<file path="src/rtl/perf_pkg.sv">
// Shared types and helpers for the performance counter bank.
package perf_pkg;

  typedef enum logic {PERF_IDLE, PERF_DUMP} perf_state_t;

  // Upper bounds for the slice-extraction helper.
  localparam int unsigned PERF_MAX_VEC_W = 1024;
  localparam int unsigned PERF_MAX_INC_W = 16;

  // Extract the w-bit increment of channel idx from a packed increment vector.
  function automatic logic [PERF_MAX_INC_W-1:0] perf_inc_slice(
    input logic [PERF_MAX_VEC_W-1:0] vec,
    input int unsigned               idx,
    input int unsigned               w
  );
    logic [PERF_MAX_VEC_W-1:0] shifted;
    logic [PERF_MAX_INC_W-1:0] mask;
    shifted = vec >> (idx * w);
    mask    = ~({PERF_MAX_INC_W{1'b1}} << w);
    return PERF_MAX_INC_W'(shifted) & mask;
  endfunction

endpackage

</file>
<file path="src/rtl/perf_counter_slice.sv">
// One counter channel: live count with sticky overflow plus a snapshot shadow copy.
module perf_counter_slice #(
  parameter int unsigned CNT_WIDTH = 48,
  parameter int unsigned INC_WIDTH = 3,
  parameter int unsigned SATURATE  = 0
) (
  input  logic                 clk,
  input  logic                 rst,
  input  logic                 en,
  input  logic [INC_WIDTH-1:0] inc,
  input  logic                 clear,
  input  logic                 capture,
  output logic [CNT_WIDTH-1:0] cnt,
  output logic                 ovf,
  output logic [CNT_WIDTH-1:0] shadow,
  output logic                 sovf,
  output logic                 ovf_next_c
);

  localparam int unsigned SUM_W = CNT_WIDTH + 1;

  logic [SUM_W-1:0]     sum_c;
  logic                 carry_c;
  logic [CNT_WIDTH-1:0] cnt_next_c;

  // Next count: clear wins over increment; carry-out marks overflow.
  always_comb begin
    sum_c      = SUM_W'(cnt) + SUM_W'(inc);
    carry_c    = sum_c[CNT_WIDTH];
    cnt_next_c = cnt;
    ovf_next_c = ovf;
    if (clear) begin
      cnt_next_c = '0;
      ovf_next_c = 1'b0;
    end else if (en) begin
      if (carry_c) begin
        ovf_next_c = 1'b1;
        cnt_next_c = (SATURATE != 0) ? {CNT_WIDTH{1'b1}} : sum_c[CNT_WIDTH-1:0];
      end else begin
        cnt_next_c = sum_c[CNT_WIDTH-1:0];
      end
    end
  end

  always_ff @(posedge clk or posedge rst) begin
    if (rst) begin
      cnt <= '0;
      ovf <= 1'b0;
    end else begin
      cnt <= cnt_next_c;
      ovf <= ovf_next_c;
    end
  end

  // Shadow takes the pre-update live value so snapshot plus clear is atomic.
  always_ff @(posedge clk or posedge rst) begin
    if (rst) begin
      shadow <= '0;
      sovf   <= 1'b0;
    end else if (capture) begin
      shadow <= cnt;
      sovf   <= ovf;
    end
  end

endmodule

</file>
<file path="src/rtl/perf_counter_bank.sv">
// Bank of event counters with sticky overflow, global enable/clear and a
// snapshot that is streamed out one channel per beat over valid/ready.
module perf_counter_bank #(
  parameter int unsigned NUM_EVENTS = 16,
  parameter int unsigned CNT_WIDTH  = 48,
  parameter int unsigned INC_WIDTH  = 3,
  parameter int unsigned SATURATE   = 0
) (
  input  logic                             clk,
  input  logic                             rst,
  input  logic                             cnt_en,
  input  logic [NUM_EVENTS*INC_WIDTH-1:0]  event_inc,
  input  logic                             clear,
  input  logic                             snap_req,
  output logic                             snap_busy,
  output logic                             dump_valid,
  input  logic                             dump_ready,
  output logic [$clog2(NUM_EVENTS)-1:0]    dump_idx,
  output logic [CNT_WIDTH-1:0]             dump_data,
  output logic                             dump_ovf,
  output logic                             dump_last,
  output logic                             ovf_any
);
  import perf_pkg::*;

  localparam int unsigned PERF_IDX_W = $clog2(NUM_EVENTS);
  localparam logic [PERF_IDX_W-1:0] LAST_IDX = PERF_IDX_W'(NUM_EVENTS - 1);

  perf_state_t state_q, state_d;

  logic [PERF_MAX_VEC_W-1:0] inc_vec_c;
  logic [CNT_WIDTH-1:0]      cnt    [NUM_EVENTS];
  logic [CNT_WIDTH-1:0]      shadow [NUM_EVENTS];
  logic [NUM_EVENTS-1:0]     ovf;
  logic [NUM_EVENTS-1:0]     sovf;
  logic [NUM_EVENTS-1:0]     ovf_next;

  logic                      capture_c;
  logic [PERF_IDX_W-1:0]     idx_next_c;
  logic [PERF_IDX_W-1:0]     idx_d;
  logic [CNT_WIDTH-1:0]      data_d;
  logic                      dovf_d;
  logic                      last_d;
  logic                      valid_d;

  assign inc_vec_c = PERF_MAX_VEC_W'(event_inc);

  for (genvar i = 0; i < NUM_EVENTS; i++) begin : g_ch
    perf_counter_slice #(
      .CNT_WIDTH (CNT_WIDTH),
      .INC_WIDTH (INC_WIDTH),
      .SATURATE  (SATURATE)
    ) u_slice (
      .clk        (clk),
      .rst        (rst),
      .en         (cnt_en),
      .inc        (INC_WIDTH'(perf_inc_slice(inc_vec_c, i, INC_WIDTH))),
      .clear      (clear),
      .capture    (capture_c),
      .cnt        (cnt[i]),
      .ovf        (ovf[i]),
      .shadow     (shadow[i]),
      .sovf       (sovf[i]),
      .ovf_next_c (ovf_next[i])
    );
  end

  // Dump sequencer; beat payload is loaded one cycle ahead so outputs are flops.
  always_comb begin
    state_d    = state_q;
    idx_d      = dump_idx;
    data_d     = dump_data;
    dovf_d     = dump_ovf;
    last_d     = dump_last;
    capture_c  = 1'b0;
    idx_next_c = dump_idx + PERF_IDX_W'(1);
    case (state_q)
      PERF_IDLE: begin
        if (snap_req) begin
          state_d   = PERF_DUMP;
          capture_c = 1'b1;
          idx_d     = '0;
          data_d    = cnt[0];
          dovf_d    = ovf[0];
          last_d    = 1'b0;
        end
      end
      PERF_DUMP: begin
        if (dump_ready) begin
          if (dump_last) begin
            state_d = PERF_IDLE;
            idx_d   = '0;
            last_d  = 1'b0;
          end else begin
            idx_d  = idx_next_c;
            data_d = shadow[idx_next_c];
            dovf_d = sovf[idx_next_c];
            last_d = (idx_next_c == LAST_IDX);
          end
        end
      end
      default: state_d = PERF_IDLE;
    endcase
    valid_d = (state_d == PERF_DUMP);
  end

  always_ff @(posedge clk or posedge rst) begin
    if (rst) begin
      state_q    <= PERF_IDLE;
      dump_idx   <= '0;
      dump_data  <= '0;
      dump_ovf   <= 1'b0;
      dump_last  <= 1'b0;
      dump_valid <= 1'b0;
      snap_busy  <= 1'b0;
      ovf_any    <= 1'b0;
    end else begin
      state_q    <= state_d;
      dump_idx   <= idx_d;
      dump_data  <= data_d;
      dump_ovf   <= dovf_d;
      dump_last  <= last_d;
      dump_valid <= valid_d;
      snap_busy  <= valid_d;
      ovf_any    <= |ovf_next;
    end
  end

endmodule
</file>
<file path="config.mk">
export PLATFORM = sky130hd
export DESIGN_NAME = perf_counter_bank
export DESIGN_NICKNAME = d
export VERILOG_FILES = /design/src/rtl/perf_pkg.sv /design/src/rtl/perf_counter_slice.sv /design/src/rtl/perf_counter_bank.sv
export SDC_FILE = /design/constraint.sdc
export NUM_CORES = 2
export LEC_CHECK = 0
export CAP_MARGIN = 10
export CORE_UTILIZATION = 60
export CTS_BUF_LIST = sky130_fd_sc_hd__clkbuf_8
export DETAILED_ROUTE_END_ITERATION = 8
export PLACE_DENSITY = 0.77
export SYNTH_ARGS = -nofsm -noshare
export SYNTH_HDL_FRONTEND = slang
export SYNTH_SLANG_ARGS = --single-unit
</file>
<file path="constraint.sdc">
create_clock -name clk -period 86.6 [get_ports clk]
set_input_delay 21.65 -clock clk [delete_from_list [all_inputs] [get_ports clk]]
set_output_delay 21.65 -clock clk [all_outputs]
set_load 0.005 [all_outputs]
</file>
# Word-level counts from Yosys, hierarchy flattened
# Cells that the tools add are included.
# totals
register_bits	1624
input_bits	54
elab_cells	205
# op_classes
addsub	17
magnitude_cmp	2
eq_ne	4
muxes	106
n_bitwise	2
reduce_logical	4
# ops
op	count
48-bit 2-to-1 mux	37
48-bit by 3-bit adder with 49-bit output	16
48-bit binary-select mux with 4-bit select	1
48-bit case mux with 2 select lines	1
1-bit 2-to-1 mux	59
16-bit OR reduction	1
4-bit 2-to-1 mux	3
4-bit case mux with 2 select lines	1
2-bit != test, second input constant	3
1-bit case mux with 2 select lines	3
5-bit >= comparator, second input constant	1
4-bit by 5-bit < comparator with 1-bit output, second input constant	1
4-bit inverter with 5-bit output	1
4-bit by 1-bit adder with 4-bit output, second input constant	1
1-bit binary-select mux with 4-bit select	1
4-bit == test, second input constant	1
3-bit AND reduction	1
2-bit AND reduction	1
2-bit nonzero test	1
1-bit inverter	1

# Depth between registers and ports, before layout
# depth
ltp_word	8
depth_mapped	13
depth_no_buf	10

# By module
# A second synthesis with hierarchy kept.
# unflattened
cells_unflattened	7121
area_unflattened_um2	79398.6
# by_module_without_submodules
module	instances	cells_each	area_per_inst_um2
perf_counter_slice (g_ch[0].u_slice ...)	11	383	4443.0
perf_counter_slice (g_ch[12].u_slice ...)	5	384	4429.2
perf_counter_bank	1	988	8379.3

# Least setup slack after synthesis
# Ideal clock, no wire load.
# synth_path
path_type	input to register
startpoint	in event_inc[24]
endpoint	reg g_ch[8].u_slice.cnt[30]
arrival_ns	23.665
path_slack_ns	62.803
path_stages	10
path_buffers	1
cell_sequence	ha_1 inv_1 fa_1 nor2b_1 o2111ai_1 or3_1 clkbuf_1 or4_1 xor2_1 nor2_1
# synth_between
elab_chain_cells	3
# synth_lines
item	line_no	text
start, declared	perf_counter_bank.sv:12	input logic [NUM_EVENTS*INC_WIDTH-1:0] event_inc,
48-bit by 3-bit adder with 49-bit output	perf_counter_slice.sv:28	sum_c = SUM_W'(cnt) + SUM_W'(inc);
48-bit 2-to-1 mux	perf_counter_slice.sv:35	end else if (en) begin
48-bit 2-to-1 mux	perf_counter_slice.sv:32	if (clear) begin
end signal, assigned	perf_counter_slice.sv:50	cnt <= cnt_next_c;
end, declared	perf_counter_slice.sv:13	output logic [CNT_WIDTH-1:0] cnt,
# Every way passes these cells. The select of a mux whose other input is x is not followed.
# A chain may end at the register's enable or synchronous reset.

# Worst setup path after layout
# layout_path
startpoint	in event_inc[10]
endpoint	reg g_ch[3].u_slice.cnt[45]
# layout_between
elab_chain_cells	3
# layout_lines
item	line_no
48-bit by 3-bit adder with 49-bit output	perf_counter_slice.sv:28
48-bit 2-to-1 mux	perf_counter_slice.sv:35
48-bit 2-to-1 mux	perf_counter_slice.sv:32
end signal, assigned	perf_counter_slice.sv:50
end, declared	perf_counter_slice.sv:13
# Every way passes these cells. The select of a mux whose other input is x is not followed.

==> results.cfg <==
[place]
dp_hpwl_mm = 148
dp_cells = 9541
dpl_worst_slack_ns = 61.01
port_buffers = 110
placed_area_um2 = 79400
gp_congestion = 0.955

[detailed_routing]
wire_per_inst_um = 21.7
drcViolationCount = 0
drt_iter0_drc = 6914
final_antenna_net_count = 0
vias = 60000
firstDrtPassIters = 6
vias_per_cell = 6.00
routed_wl_mm = 217

[critical_path]
crit_type = in -> reg
slowest_stage = nor4_2
critPathLaunchType = input port
max_stage_delay_ns = 1.19
cp.required_ns = 87.50
endpoint_kind = flop
worstPathArrival_ns = 25.54
worstPathMaxFanout = 12
critPathBufInv = 1
crit_chain = clkdlybuf4s50_1, ha_1, a21o_1, a21oi_1, nor4_2, and3_1, nand4_1, or3_1, nand2_1
crit_family = simple AND/OR/NAND/NOR gates

[sta]
rsz0062_at_grt = false
tightest_slew_ns = 1.40
relSlewSlack_pct = 6.13
fmax_mhz = 40.6
finalSetupTns_ns = 0
fin_crit_ns = 24.64
worst_slack_ns = 61.96
fin_crit_sh_pct = 28.5
maxSlewViolCount = 0
hold_violations = 0
setup_viol = 0
finClkSkew_ns = 0.0599

[synth]
ys_warn_count = 0
synth_edf_count = 0
syn-mean-instance-area_um2 = 9.51
synth.distinct_cells = 76
ys_ff_latch = 1624
syn_inst = 8099
synth_area_um2 = 77000
ys_seq_area_share_pct = 52.7
synth_nets = 8219
synth-main-ff-cell = dfrtp_1
synthArstFlopShare_pct = 100

[layout]
syn_to_final_growth_pct = 9.88
fin_nets = 8283
layout-drive-gt1-share_pct = 8.42
final_area_um2 = 84700
instances_no_fill = 10005
fill_cells = 9827

[clock_tree]
cts_buffer_depth = 4
post_cts_buffers = 0
cts_buffers = 282
cts_hold_buf = 0
cts.clk_slew.worst_paths_ns = 0.07
cts_resized = 0
cts.sinks = 1624
clockRootBuffer = clkbuf_8
cts_tree = built
clkLatencyLatePin_ns = 0.99
ctsHtreeMaxLevel = 5

[die]
row_count = 131
core_area_um2 = 128000
die_h_um = 360
start_util_pct = 60.4
ios = 111
dieArea_um2 = 130000
fp.dieW_um = 360

[grt]
grt_max_degree = 196
antenna_found_initial = 11
grt_pass1_wl_mm = 339
grt.total_usage_pct = 33.8
grt_overflow = 0
grt_pass1_vias = 58469

[power]
totalPowerFinal_mw = 1.88
vdd_drop_max_v = 0.0000314
total_leakage_power_nw = 41.0
power_per_cell_area_nw_per_um2 = 22.2

[outcome]
status = finished clean

[min_path]
hp-class = reg -> reg

[run]
drv_cap = 0
==> worst register-to-register path, delay by kind of cell (launching register included) <==
| family | cells | cell delay (ns) |
|---|---|---|
| xor+xnor | 1 | 0.52 |
| simple gates | 1 | 0.16 |
| flops | 1 | 0.82 |
| compound gates | 3 | 0.84 |
| mux | 1 | 0.49 |
| fa+ha+maj | 1 | 0.43 |
| buf+inv | 2 | 1.88 |
==> flip-flops by register name, indices dropped and copies added, names as in the netlist <==
name and flops:
ovf_any 1, dump_data 48, g_ch.u_slice.shadow 768, dump_ovf 1, state_q 1, g_ch.u_slice.ovf 16, dump_last 1, g_ch.u_slice.sovf 16
g_ch.u_slice.cnt 768, dump_idx 4
==> metrics by stage <==
step | util [%] | hold WS, ns
after global placement | 62.3 | 0.452
final | 66.4 | 0.468
after CTS | 66.4 | 0.472
after detailed placement | 62.3 | 0.457
after global routing | 66.4 | 0.489
after floorplan | - | 0.440
==> cell type report <==
| type | instances | area, um2 | share of cell area (%) |
|---|---|---|---|
| diodes | 2 | 5.00 | 0.00591 |
| clock buffers | 343 | 4720 | 5.58 |
| clock inverters | 119 | 532 | 0.628 |
| inverters | 139 | 529 | 0.625 |
| multi-input cells | 5938 | 34400 | 40.7 |
| flip-flops and latches | 1624 | 40600 | 48.0 |
| well taps | 1662 | 2080 | 2.46 |
| repair buffers | 178 | 1730 | 2.04 |
==> Yosys cell counts (5+ instances only) <==
master    count  area share, %
inv_1       139           0.68
nor4_2        7           0.11
ha_1         50           0.81
or4_1         6          0.058
nor2_1      905            4.4
a21o_1       24           0.23
nor3_2        7          0.091
nand4_1     166            1.3
nor2b_1      76           0.62
nor3_1       78           0.51
or2_2         5          0.041
and3_1      117           0.95
clkbuf_1    337            1.6
a21oi_1     196            1.3
nor4_1       24           0.19
dfrtp_1    1624             53
mux4_2      196            5.7
and2_1       30           0.24
and4_1       74           0.84
mux2i_1     124            1.6
o21ai_0     185            1.2
nor3b_1       7          0.068
nand2b_1      8          0.065
nand3_1     256            1.7
nand2_1    2487             12
or3_1        86           0.70
buf_1        19          0.093
xnor2_1     267            3.0
buf_2        35           0.23
a211oi_1     66           0.64
fa_1         16           0.42
xor2_1      390            4.4
o211ai_1      6          0.058
==> cell families after synthesis <==
family / count (synthesis) / synth area share (%)
adders and majority gates: 66 / 1.23
xor gates and xnor gates: 657 / 7.47
and+or+nand+nor: 4394 / 24.8
buffers and inverters: 537 / 2.70
DFF: 1624 / 52.7
AOI/OAI and AO/OA: 501 / 3.67
muxes: 320 / 7.34
==> report_power, final <==
| group | switching [mW] | internal, mW |
|---|---|---|
| registers | 0.0331 | 0.800 |
| logic | 0.244 | 0.129 |
| clock network | 0.310 | 0.360 |
| total | 0.587 | 1.29 |
==> layer usage <==
metal  GRT usage [%]  share of wire (%)  up-vias
met5               0              0.012        -
met2            49.5                 44     2690
li1                -                  -    26876
met1            46.9                 40    29904
met3            8.13                9.8      526
met4            17.7                5.4        4
==> placed cells by master, fill, tap and decap left out, types with 23 or more instances in the layout <==
cell type	n
dfrtp_1	1622
clkdlybuf4s50_1	108
nor2_1	904
a21o_1	24
xor2_1	388
or3_1	86
and2_1	30
nor2b_1	74
mux4_2	196
mux2i_1	124
buf_4	60
xnor2_1	267
nand4_1	166
clkinv_2	23
nand3_1	256
and3_1	117
nand2_1	2486
nor3_1	78
a211oi_1	66
ha_1	49
clkbuf_8	343
inv_1	231
o21ai_0	185
and4_1	74
nor4_1	24
a21oi_1	196
==> final timing paths <==
| kind | slack (ns) | end | cells after the start | from |
|---|---|---|---|---|
| setup / recovery | 61.96 | g_ch[3].u_slice.cnt[45] | 9 | event_inc[10] |
| hold / removal | 0.47 | g_ch[9].u_slice.shadow[34] | 2 | g_ch[9].u_slice.shadow[34] |
| setup reg to reg | 81.31 | dump_data[29] | 9 | dump_idx[0] |
| hold reg to reg | 0.47 | g_ch[9].u_slice.shadow[34] | 2 | g_ch[9].u_slice.shadow[34] |
| max in group asynchronous | 62.21 | g_ch[10].u_slice.shadow[33] | 5 | rst |
| min in group asynchronous | 21.19 | g_ch[2].u_slice.cnt[38] | 2 | rst |
Power figures use the tool's default switching activity.
